### src/rtl/usb_pkg.sv
// Shared USB definitions: PID codes, CRC16 constants,
// packetizer state encoding and the byte-serial CRC16 step.
package usb_pkg;

  localparam logic [7:0] PID_DATA0 = 8'hC3;
  localparam logic [7:0] PID_DATA1 = 8'h4B;
  localparam logic [7:0] PID_ACK   = 8'hD2;
  localparam logic [7:0] PID_NAK   = 8'h5A;

  localparam logic [15:0] CRC16_POLY = 16'hA001;
  localparam logic [15:0] CRC16_INIT = 16'hFFFF;

  typedef enum logic [2:0] {
    IDLE,
    FILL_RD,
    FILL_CAP,
    SEND_PID,
    SEND_DATA,
    SEND_CRC_L,
    SEND_CRC_H,
    WAIT_HS
  } pkt_state_e;

  // Reflected CRC16, LSB of the data byte first.
  function automatic logic [15:0] crc16_byte(
    input logic [15:0] c,
    input logic [7:0]  d
  );
    logic [15:0] r;
    r = c ^ {8'h00, d};
    for (int i = 0; i < 8; i++) begin
      if (r[0]) r = (r >> 1) ^ CRC16_POLY;
      else      r = r >> 1;
    end
    return r;
  endfunction

endpackage

### src/rtl/usb_crc16.sv
// Byte-serial USB CRC16 accumulator.
// init reloads the seed and wins over en.
module usb_crc16
  import usb_pkg::*;
(
  input  logic        clk,
  input  logic        rst,
  input  logic        init,
  input  logic        en,
  input  logic [7:0]  data,
  output logic [15:0] crc
);

  logic [15:0] crc_nxt;

  always_comb begin
    crc_nxt = crc16_byte(crc, data);
  end

  always_ff @(posedge clk or negedge rst) begin
    if (!rst) begin
      crc <= CRC16_INIT;
    end else if (init) begin
      crc <= CRC16_INIT;
    end else if (en) begin
      crc <= crc_nxt;
    end
  end

endmodule

### src/rtl/usb_in_packetizer.sv
// Bulk IN endpoint packetizer: fills a retry buffer from the
// byte queue and answers IN tokens with NAK or a DATAx packet.
module usb_in_packetizer
  import usb_pkg::*;
#(
  parameter int MAX_PKT = 64,
  parameter bit ZLP_EN  = 1'b1
) (
  input  logic       clk,
  input  logic       rst,
  input  logic       q_empty,
  input  logic [7:0] q_data,
  output logic       q_rd,
  input  logic       in_token,
  output logic       nak,
  output logic       tx_valid,
  output logic [7:0] tx_data,
  output logic       tx_last,
  input  logic       tx_ready,
  input  logic       ack_rcvd,
  input  logic       hs_timeout,
  output logic       busy
);

  localparam int AW =
    (MAX_PKT > 1) ? $clog2(MAX_PKT) : 1;
  localparam logic [6:0] MAX_CNT = 7'(MAX_PKT);

  pkt_state_e  state;
  pkt_state_e  state_nxt;

  logic [6:0]  buf_cnt;
  logic [6:0]  len;
  logic [6:0]  idx;
  logic        toggle;
  logic        locked;
  logic        zlp_owed;
  logic        pending_tok;

  logic [7:0]  buf_mem [MAX_PKT];
  logic [15:0] crc;

  logic        tok;
  logic        nak_cond;
  logic        can_fill;
  logic        crc_init;
  logic        crc_en;

  usb_crc16 u_crc (
    .clk  (clk),
    .rst  (rst),
    .init (crc_init),
    .en   (crc_en),
    .data (tx_data),
    .crc  (crc)
  );

  always_comb begin
    tok       = in_token | pending_tok;
    nak_cond  = (buf_cnt == 7'd0) && !zlp_owed
              && !locked;
    can_fill  = !locked && !q_empty
              && (buf_cnt < MAX_CNT);
    state_nxt = state;
    tx_valid  = 1'b0;
    tx_last   = 1'b0;
    tx_data   = 8'h00;
    crc_init  = 1'b0;
    crc_en    = 1'b0;
    busy      = (state != IDLE);
    unique case (state)
      IDLE: begin
        if (tok) begin
          if (!nak_cond) state_nxt = SEND_PID;
        end else if (can_fill) begin
          state_nxt = FILL_RD;
        end
      end
      FILL_RD:  state_nxt = FILL_CAP;
      FILL_CAP: state_nxt = IDLE;
      SEND_PID: begin
        tx_valid = 1'b1;
        tx_data  = toggle ? PID_DATA1 : PID_DATA0;
        crc_init = 1'b1;
        if (tx_ready) begin
          if (len == 7'd0) state_nxt = SEND_CRC_L;
          else             state_nxt = SEND_DATA;
        end
      end
      SEND_DATA: begin
        tx_valid = 1'b1;
        tx_data  = buf_mem[idx[AW-1:0]];
        crc_en   = tx_ready;
        if (tx_ready && (idx == len - 7'd1))
          state_nxt = SEND_CRC_L;
      end
      SEND_CRC_L: begin
        tx_valid = 1'b1;
        tx_data  = ~crc[7:0];
        if (tx_ready) state_nxt = SEND_CRC_H;
      end
      SEND_CRC_H: begin
        tx_valid = 1'b1;
        tx_last  = 1'b1;
        tx_data  = ~crc[15:8];
        if (tx_ready) state_nxt = WAIT_HS;
      end
      WAIT_HS: begin
        if (ack_rcvd || hs_timeout)
          state_nxt = IDLE;
      end
    endcase
  end

  always_ff @(posedge clk or negedge rst) begin
    if (!rst) begin
      state       <= IDLE;
      buf_cnt     <= 7'd0;
      len         <= 7'd0;
      idx         <= 7'd0;
      toggle      <= 1'b0;
      locked      <= 1'b0;
      zlp_owed    <= 1'b0;
      pending_tok <= 1'b0;
      q_rd        <= 1'b0;
      nak         <= 1'b0;
    end else begin
      state <= state_nxt;
      q_rd  <= (state_nxt == FILL_RD);
      nak   <= (state == IDLE) && tok && nak_cond;
      unique case (state)
        IDLE: begin
          if (tok) begin
            pending_tok <= 1'b0;
            if (!nak_cond) begin
              locked <= 1'b1;
              len    <= buf_cnt;
            end
          end
        end
        FILL_RD: begin
          if (in_token) pending_tok <= 1'b1;
        end
        FILL_CAP: begin
          if (in_token) pending_tok <= 1'b1;
          if (buf_cnt < MAX_CNT)
            buf_cnt <= buf_cnt + 7'd1;
        end
        SEND_PID: idx <= 7'd0;
        SEND_DATA: begin
          if (tx_ready) idx <= idx + 7'd1;
        end
        WAIT_HS: begin
          // Timeout keeps everything for a retransmit.
          if (ack_rcvd) begin
            toggle   <= ~toggle;
            buf_cnt  <= 7'd0;
            locked   <= 1'b0;
            zlp_owed <= ZLP_EN && (len == MAX_CNT)
                        && q_empty;
          end
        end
        default: ;
      endcase
    end
  end

  always_ff @(posedge clk) begin
    if ((state == FILL_CAP) && (buf_cnt < MAX_CNT))
      buf_mem[buf_cnt[AW-1:0]] <= q_data;
  end

endmodule

### config.mk
export PLATFORM = sky130hd
export DESIGN_NAME = usb_in_packetizer
export DESIGN_NICKNAME = d
export VERILOG_FILES = /design/src/rtl/usb_pkg.sv /design/src/rtl/usb_crc16.sv /design/src/rtl/usb_in_packetizer.sv
export SDC_FILE = /design/constraint.sdc
export NUM_CORES = 1
export LEC_CHECK = 0
export BUFFER_PORTS_ARGS = -buffer_cell sky130_fd_sc_hd__buf_2
export CAP_MARGIN = 40
export CORE_ASPECT_RATIO = 1.2
export CORE_UTILIZATION = 39
export DETAILED_ROUTE_END_ITERATION = 8
export HOLD_SLACK_MARGIN = 0.03
export PLACE_DENSITY_LB_ADDON = 0.2
export SLEW_MARGIN = 20
export SYNTH_ARGS = -nofsm -noshare
export SYNTH_HDL_FRONTEND = slang
export SYNTH_SLANG_ARGS = --single-unit
### constraint.sdc
create_clock -name clk -period 4.4 [get_ports clk]
set_input_delay 0.22 -clock clk [delete_from_list [all_inputs] [get_ports clk]]
set_output_delay 0.22 -clock clk [all_outputs]
set_load 0.01 [all_outputs]
==> results of run 1 <==
-- power breakdown --
group          internal (mW)  total [mW]  switching (mW)
logic                   2.13        4.72            2.59
registers               6.05        6.39           0.331
clock network           2.77        4.69            1.92
total                   10.9        15.8            4.84
-- cells in the mapped netlist, types with 4 or more instances --
master      n
a211o_1     4
a211oi_1    5
a21oi_1    25
a221oi_1   14
a22o_1      5
a22oi_1    17
a31oi_1    12
and2_1      7
buf_1       4
buf_12      7
buf_2      10
buf_6      10
buf_8       6
clkbuf_1   32
dfrtp_1    30
dfstp_2    16
edfxtp_1  512
ha_1        4
inv_1      14
mux2_2     10
mux2i_1    66
mux4_1     26
mux4_2     78
nand2_1    64
nand2b_1    9
nand3_1    22
nand3b_1    7
nand4_1     5
nor2_1    103
nor2b_1    10
nor3_1     16
nor4_1      4
o211ai_1    7
o21ai_0    34
o221ai_1    7
o22ai_1     7
xnor2_1    15
xnor2_2     4
xor2_1     14
-- path summary, 6_finish.rpt --
path                                           startpoint                  endpoint  slack [ns]  depth (start not counted)
worst max-delay path                   idx[0]$_DFFE_PN0P_  u_crc.crc[0]$_DFFE_PN1P_        0.26                         11
worst min-delay path                           hs_timeout        state[1]$_DFF_PN0_        0.09                          4
worst max register to register         idx[0]$_DFFE_PN0P_  u_crc.crc[0]$_DFFE_PN1P_        0.26                         11
worst min register to register  u_crc.crc[13]$_DFFE_PN1P_  u_crc.crc[5]$_DFFE_PN1P_        0.46                          2
max in group asynchronous                             rst        idx[0]$_DFFE_PN0P_        3.65                          3
min in group asynchronous                             rst        len[2]$_DFFE_PN0P_        0.27                          3
-- registers in the layout (all words and copies together) (netlist names) --
| register | cells |
|---|---|
| toggle | 1 |
| locked | 1 |
| nak | 1 |
| state | 3 |
| pending_tok | 1 |
| idx | 7 |
| buf_mem | 512 |
| u_crc.crc | 16 |
| zlp_owed | 1 |
| len | 7 |
| q_rd | 1 |
| buf_cnt | 7 |
-- cells by family (layout without fill, tap and decap cells) --
kind of cell,after synthesis,in the layout,synth area share [%]
flip-flops,558,558,71.4
AND/OR/NAND/NOR,264,264,5.24
multiplexers,180,180,13.9
AO/OA/AOI/OAI,164,164,4.96
buffers and inverters,91,263,2.78
XOR/XNOR,35,35,1.58
adder cells (fa/ha/maj),4,4,0.216
-- layout by cell type (no fill, tap or decap), types with 12 or more instances in the layout --
master,netlist,final
a21oi_1,25,25
a221oi_1,14,14
a22oi_1,17,17
a31oi_1,12,12
buf_2,10,27
buf_4,3,119
clkbuf_1,32,13
clkbuf_16,0,54
dfrtp_1,30,27
dfstp_2,16,16
edfxtp_1,512,512
inv_1,14,14
mux2i_1,66,66
mux4_1,26,26
mux4_2,78,78
nand2_1,64,64
nand3_1,22,22
nor2_1,103,103
nor3_1,16,16
o21ai_0,34,34
xnor2_1,15,15
xor2_1,14,14
-- timing repair --
action | 4_1_cts | 5_1_grt
buffers inserted | 0 | 0
endpoints found under the hold margin | 34 | 0
hold buffers | 4 | 0
-- metrics by stage --
| step | power, mW | hold WS [ns] | setup slack [ns] | cells | util, % |
|---|---|---|---|---|---|
| after floorplan | 9.81 | -0.0756 | 0.960 | 1296 | - |
| after global placement | 11.2 | 0.365 | 0.309 | 2159 | 42.1 |
| after detailed placement | 11.2 | 0.360 | 0.254 | 2162 | 42.1 |
| after CTS | 15.9 | 0.0718 | 0.236 | 2259 | 45.2 |
| after global routing | 16.5 | 0.102 | 0.0393 | 2260 | 45.2 |
| final | 15.8 | 0.0896 | 0.265 | 2260 | 45.2 |
-- worst register-to-register path, stage by stage (launching register included) --
cell,delay [ns]
dfrtp_4,0.48
buf_12,0.40
mux4_2,0.62
a221oi_1,0.42
nand2_1,0.18
a32oi_1,0.29
o221ai_2,0.17
xor2_1,0.18
xnor2_1,0.28
xnor3_2,0.53
xnor3_1,0.35
a21oi_1,0.16
-- layer usage --
layer | GRT usage [%] | vias up
met5 | 0 | -
met3 | 3.06 | 92
li1 | - | 5472
met4 | 6.60 | 0
met1 | 26.7 | 6567
met2 | 33.3 | 318
-- final cells by class --
| class | instances | area, µm² |
|---|---|---|
| repair buffers | 154 | 1150 |
| well taps | 792 | 991 |
| clock inverters | 26 | 359 |
| flip-flops and latches | 558 | 16600 |
| fillers | 5042 | 32100 |
| clock buffers | 67 | 1400 |
| inverters | 16 | 60.1 |
| multi-input cells | 647 | 5990 |
==> metrics.md, run 1 <==
| Metric | Value |
|---|---|
| Status | complete, no violations |
| Final slew viol count | 0 |
| Yosys top cell by area | edfxtp_1 |
| Area growth from synthesis to layout | 14.3% |
| CTS resizes | 0 |
| Main synth FF type | edfxtp_1 |
| Clock buffer depth | 3 |
| Die Height | ~270 µm |
| Worst-path maximum fanout | 63 |
| DR pass1 iterations | 5 |
| Met1 WL | 25,400 µm |
| Maxcap violations | 0 |
| CP Cell Sequence | buf_12, mux4_2, a221oi_1, nand2_1, a32oi_1, o221ai_2, xor2_1, xnor2_1, xnor3_2, xnor3_1, a21oi_1 |
| Area share of the largest cell type after synthesis | 66.3% |
| Reg clk slew, reported paths | 0.06 ns |
| IO Count | 28 |
| Synthesized flop and latch total | 558 |
| Required @ worst endpoint | 4.92 ns |
| Post-synth cell types | 72 |
| Final setup violating endpoints | 0 |
| PD cells | 596 nW/µm² |
| Max incr delay on CP | 0.56 ns |
| GR Overflow Total | 0 |
| First-pass GRT wire length | roughly 87,000 µm |
| Tightest Hold Check Type | input pin to register |
| Worst-Margin Slew | 0.891 ns |
| Placed Instance Area | 24,700 µm² |
| Per-cell routed wire length | approximately 26 µm |
| First DRT Iteration DRCs | 1,022 |
| Part of the Yosys area used for sequential elements | between 70% and 80% |
| Unrepaired setup endpoints after global routing | false |
| Layout Nets | 1,449 |
| Cells after Synth | 1,296 |
| Routed WL | 59,200 µm |
| GRT Total Usage | 19.9% |
| Routed met3 length | 2860 µm |
| Critical path startpoint category | register |
| Core region area | 58,600 µm² |
| Num CTS Buffers | 53 |
| WL met2 | a little under 30,000 µm |
| Critical path buffer and inverter count | 1 |
| Synthesized cell area | approximately 23,000 µm² |
| Top sig layer | met4 |
| Syn Nets | around 1,300 |
| Slowest cell on the critical path | mux4_2 |
| Clk_lat worst skew | 0.61 ns |
| Post-synth EDFFs | between 500 and 600 |
| Slew HR | 40.5% |
| Final period util | 94.0% |
| Post-route cell area | 26,500 µm² |
| Vias | 12,400 |
| Syn_area_per_cell | 17.9 µm² |
| Horiz. Die Dim | 225 µm |
| Antenna-violating nets left | 0 |
| HPWL after DPL | roughly 38,000 µm |
| Initial antenna violation count | 0 |
| Largest net degree at the start of global routing | between 60 and 70 |
| H-tree levels | 2 |
| Vias/cell | 5.51 |
| Synthesis Warnings | 0 |
| Site Rows | 97 |
| Port Buf Inserts | 27 |
| Final clock skew | ~0.023 ns |
| GPL Wtd Cong | between 0.8 and 0.9 |
| P_leak | 8.81 nW |
| Number of antenna repair diodes | 0 |
| Final Hold Vio Count | 0 |
| Number of global-route vias before repair | approximately 13,000 |
| CTS tree | yes |
| Initial Utilization | 39.5% |
| Achievable Freq | 242 MHz |
| Crit. End Element | register |
| Final min period | 4.14 ns |
| Clk sink count | 558 |
| Critical Path AT | 4.65 ns |
| Clock root cell | clkbuf_16 |
| Dominant cells by area after synthesis | edfxtp_1, mux4_2, dfrtp_1 |
| Drt drc | 0 |
| Full die area | 60,400 µm² |
| Worst ir drop on vdd | between 0.0005 and 0.0006 V |
| CP delay by family, top | XOR/XNOR gates |
| Async SR Flop Fraction | 8.24% |
| Setup CP Type | register to register |
| Share of cells above drive strength 1 | 23.5% |
| Total negative setup slack | 0 ns |
No activity file was read; power rests on OpenSTA's default activity.
==> run 2, diff against run 1 <==
- ABC_AREA: not set -> 1
==> run 2 against run 1 <==
Die area increased by 5.1%. Final cell count rose by 42%. Critical endpoint is now tx_data[7]. Register-to-register slack better by 0.56 ns. Area after synthesis up 5.1%. Wire length increased by 9.7%. Synthesized cell count grew 79%. Highest routed layer unchanged. Clock power decreased by 5.8%. Sequential cell count is the same. Total power rose by 3.8%.
==> metrics.md, run 2 <==
| Metric | Value |
|---|---|
| Clock buffer depth | 3 (unchanged) |
| Most frequent cells in the layout | nand2_1, edfxtp_1, nor2_1 (was edfxtp_1, buf_4, nor2_1) |
| Slowest cell on the critical path | dfrtp_4 (was mux4_2) |
| Max reg flops | 512 (unchanged) |
| Post-synth EDFFs | 512 (unchanged) |
| GRT Total Usage | 20.6% (was 19.9%) |
| GPL Wtd Cong | 0.916 (was 0.820) |
| Part of the Yosys area used for sequential elements | 67.9% (was 71.4%) |
| R2R Path Start | idx[1]$_DFFE_PN0P_ (was idx[0]$_DFFE_PN0P_) |
| Final slew viol count | 0 (unchanged) |
| Post-synth cell types | 41 (was 72) |
| DR pass1 iterations | 6 (was 5) |
| Final period util | 84.5% (was 94.0%) |
| Site Rows | 100 (was 97) |
| Layout fillers | 5,896 (was 5,042) |
| Worst-Margin Slew | 0.939 ns (was 0.891 ns) |
| Final Hold Vio Count | 0 (unchanged) |
| Tightest Hold Check Type | input pin to register (unchanged) |
| CP Cell Sequence | inv_4, buf_4, o21ai_0, o221ai_1, nand3_1, nand3_1, nand2_1, nand3_1, nand2_1, nand2_1, buf_2 (was buf_12, mux4_2, a221oi_1, nand2_1, a32oi_1, o221ai_2, xor2_1, xnor2_1, xnor3_2, xnor3_1, a21oi_1) |
| H-tree levels | 2 (unchanged) |
| Drt drc | 0 (unchanged) |
| Total negative setup slack | 0 ns (unchanged) |
| Final WS setup | 0.681 ns (was 0.265 ns) |
| Clk sink count | 558 (unchanged) |
| Main synth FF type | edfxtp_1 (unchanged) |
| WHS Endpoint | toggle$_DFFE_PN0P_ (was state[1]$_DFF_PN0_) |
| Commonest cells in the netlist | nand2_1, edfxtp_1, nor2_1 (was edfxtp_1, nor2_1, mux4_2) |
| Syn Nets | 2,333 (was 1,315) |
| Crit. End Element | output port (was register) |
| Reg2Reg Depth | 22 (was 11) |
| Area share of the largest cell type after synthesis | 63.1% (was 66.3%) |
| Core region area | 61,900 µm² (was 58,600 µm²) |
| Cells after Synth | 2,314 (was 1,296) |
| Clock root cell | clkbuf_16 (unchanged) |
| First DRT Iteration DRCs | 1,695 (was 1,022) |
| Hold Path Depth | 3 (was 4) |
| Number of antenna repair diodes | 0 (unchanged) |
| Final min period | 3.72 ns (was 4.14 ns) |
| Critical path startpoint category | register (unchanged) |
| First-pass GRT wire length | 98,800 µm (was 86,700 µm) |
| Post-Place Setup Slack | 0.870 ns (was 0.254 ns) |
| Per-cell routed wire length | 20.2 µm (was 26.2 µm) |
| Full die area | 63,500 µm² (was 60,400 µm²) |
| Horiz. Die Dim | 230 µm (was 225 µm) |
| Most common cell after layout, fill and taps aside | nand2_1 (was edfxtp_1) |
| Vias/cell | 5.12 (was 5.51) |
| Share of cells above drive strength 1 | 8.08% (was 23.5%) |
| HPWL after DPL | 39,900 µm (was 38,300 µm) |
| Max incr delay on CP | 0.65 ns (was 0.56 ns) |
| Reg clk slew, reported paths | 0.06 ns (about the same) |
| R2R Path End | u_crc.crc[15]$_DFFE_PN1P_ (was u_crc.crc[0]$_DFFE_PN1P_) |
| Unrepaired setup endpoints after global routing | false (unchanged) |
| Yosys top cell by area | edfxtp_1 (unchanged) |
| Power consumption | 16.4 mW (was 15.8 mW) |
| Syn_area_per_cell | 10.5 µm² (was 17.9 µm²) |
| Critical Path AT | 3.50 ns (was 4.65 ns) |
| IO Count | 28 (unchanged) |
| Initial Utilization | 39.3% (was 39.5%) |
| Routed WL | 64,900 µm (was 59,200 µm) |
| Most common cell in the synthesized netlist | nand2_1 (was edfxtp_1) |
| Vias | 16,400 (was 12,400) |
| P_leak | 10.4 nW (was 8.81 nW) |
| CTS tree | yes (unchanged) |
| GR Overflow Total | 0 (unchanged) |
| Status | complete, no violations (unchanged) |
| Setup CP Type | register to output port (was register to register) |
| Slack of the worst reg-to-reg path | 0.82 ns (was 0.26 ns) |
| Dominant cells by area after synthesis | edfxtp_1, nand2_1, nor2_1 (was edfxtp_1, mux4_2, dfrtp_1) |
| Worst ir drop on vdd | 0.000359 V (was 0.000549 V) |
| Worst-path maximum fanout | 36 (was 63) |
| Clk_lat worst skew | 0.61 ns (about the same) |
| Die Height | 276 µm (was 269 µm) |
| CTS resizes | 0 (unchanged) |
| Final clock skew | 0.0102 ns (was 0.0228 ns) |
| Hold wc startpoint | ack_rcvd (was hs_timeout) |
| Achievable Freq | 269 MHz (was 242 MHz) |
| Synthesized flop and latch total | 558 (unchanged) |
| Port Buf Inserts | 27 (unchanged) |
| Slew HR | 37.3% (was 40.5%) |
| Antenna-violating nets left | 0 (unchanged) |
| Num CTS Buffers | 55 (was 53) |
| Synthesized cell area | 24,400 µm² (was 23,200 µm²) |
| Layout Nets | 2,364 (was 1,449) |
| Async SR Flop Fraction | 8.24% (unchanged) |
| Final setup violating endpoints | 0 (unchanged) |
| Number of global-route vias before repair | 15,900 (was 12,500) |
| Maxcap violations | 0 (unchanged) |
| PD cells | 607 nW/µm² (was 596 nW/µm²) |
| Largest net degree at the start of global routing | 130 (was 65) |
| Area growth from synthesis to layout | 10.9% (was 14.3%) |
| Required @ worst endpoint | 4.18 ns (was 4.92 ns) |
| Initial antenna violation count | 0 (unchanged) |
| Synthesis Warnings | 0 (unchanged) |
-- run 2: power breakdown --
part           switching, mW  total [mW]  leakage, nW  internal (mW)
Sequential             0.254        6.33         5.14           6.08
Combinational           4.04        5.63         4.42           1.59
Clock                   1.97        4.42        0.806           2.45
-- run 2: logic make-up after synthesis --
family / after synthesis / share of synthesized area, %
buf+inv: 317 / 6.23
compound gates: 234 / 5.36
simple gates: 1188 / 19.8
fa+ha+maj: 4 / 0.205
flops: 558 / 67.9
xor+xnor: 13 / 0.498
-- run 2: per-stage QoR --
step / instances / utilization [%] / hold slack, ns / cell area [µm²]
global route: 3206 / 43.6 / 0.134 / 27000
finish: 3206 / 43.6 / 0.107 / 27000
detailed placement: 3096 / 40.8 / 0.363 / 25300
CTS: 3202 / 43.6 / 0.0631 / 27000
global placement: 3091 / 40.7 / 0.354 / 25200
floorplan: 2314 / - / -0.0756 / 24400
-- run 2: worst max-delay path: cells and delay by family, from the launching register on --
family	cells	cell delay [ns]
buffers and inverters	3	0.94
AND/OR/NAND/NOR	6	0.94
flip-flops	1	0.65
AO/OA/AOI/OAI	2	0.32
-- run 2: layout make-up --
type                            count  area (µm²)  share of cell area [%]
Sequential cell                   558       16600                    61.3
Multi-Input combinational cell   1439        6300                    23.3
Clock buffer                       77        1520                    5.63
Tap cell                          816        1020                    3.78
Inverter                          208         788                    2.92
Timing Repair Buffer               83         693                    2.57
Clock inverter                     25         129                   0.477
-- run 2: worst max-delay path by stage --
stage	from	endpoint	slack (ns)	cells past startpoint
floorplan	idx[0]$_DFFE_PN0P_	u_crc.crc[0]$_DFFE_PN1P_	2.05	25
global placement	idx[1]$_DFFE_PN0P_	u_crc.crc[0]$_DFFE_PN1P_	0.90	23
detailed placement	idx[1]$_DFFE_PN0P_	u_crc.crc[15]$_DFFE_PN1P_	0.87	22
CTS	idx[1]$_DFFE_PN0P_	tx_data[7]	0.70	11
global route	idx[1]$_DFFE_PN0P_	u_crc.crc[15]$_DFFE_PN1P_	0.45	22
finish	idx[1]$_DFFE_PN0P_	tx_data[7]	0.68	11
-- run 2: timing repair --
item / 4_1_cts / 5_1_grt
setup buffers: 0 / 0
hold buffers: 4 / 0
endpoints found under the hold margin: 36 / 0
-- run 2: layer usage --
| layer | GRT usage, % | routed length (µm) | vias to the layer above |
|---|---|---|---|
| li1 | - | - | 7843 |
| met1 | 27.4 | 28300 | 8029 |
| met2 | 34.2 | 31100 | 438 |
| met3 | 2.85 | 3260 | 113 |
| met4 | 7.63 | 2250 | 0 |
| met5 | 0 | 0 | - |
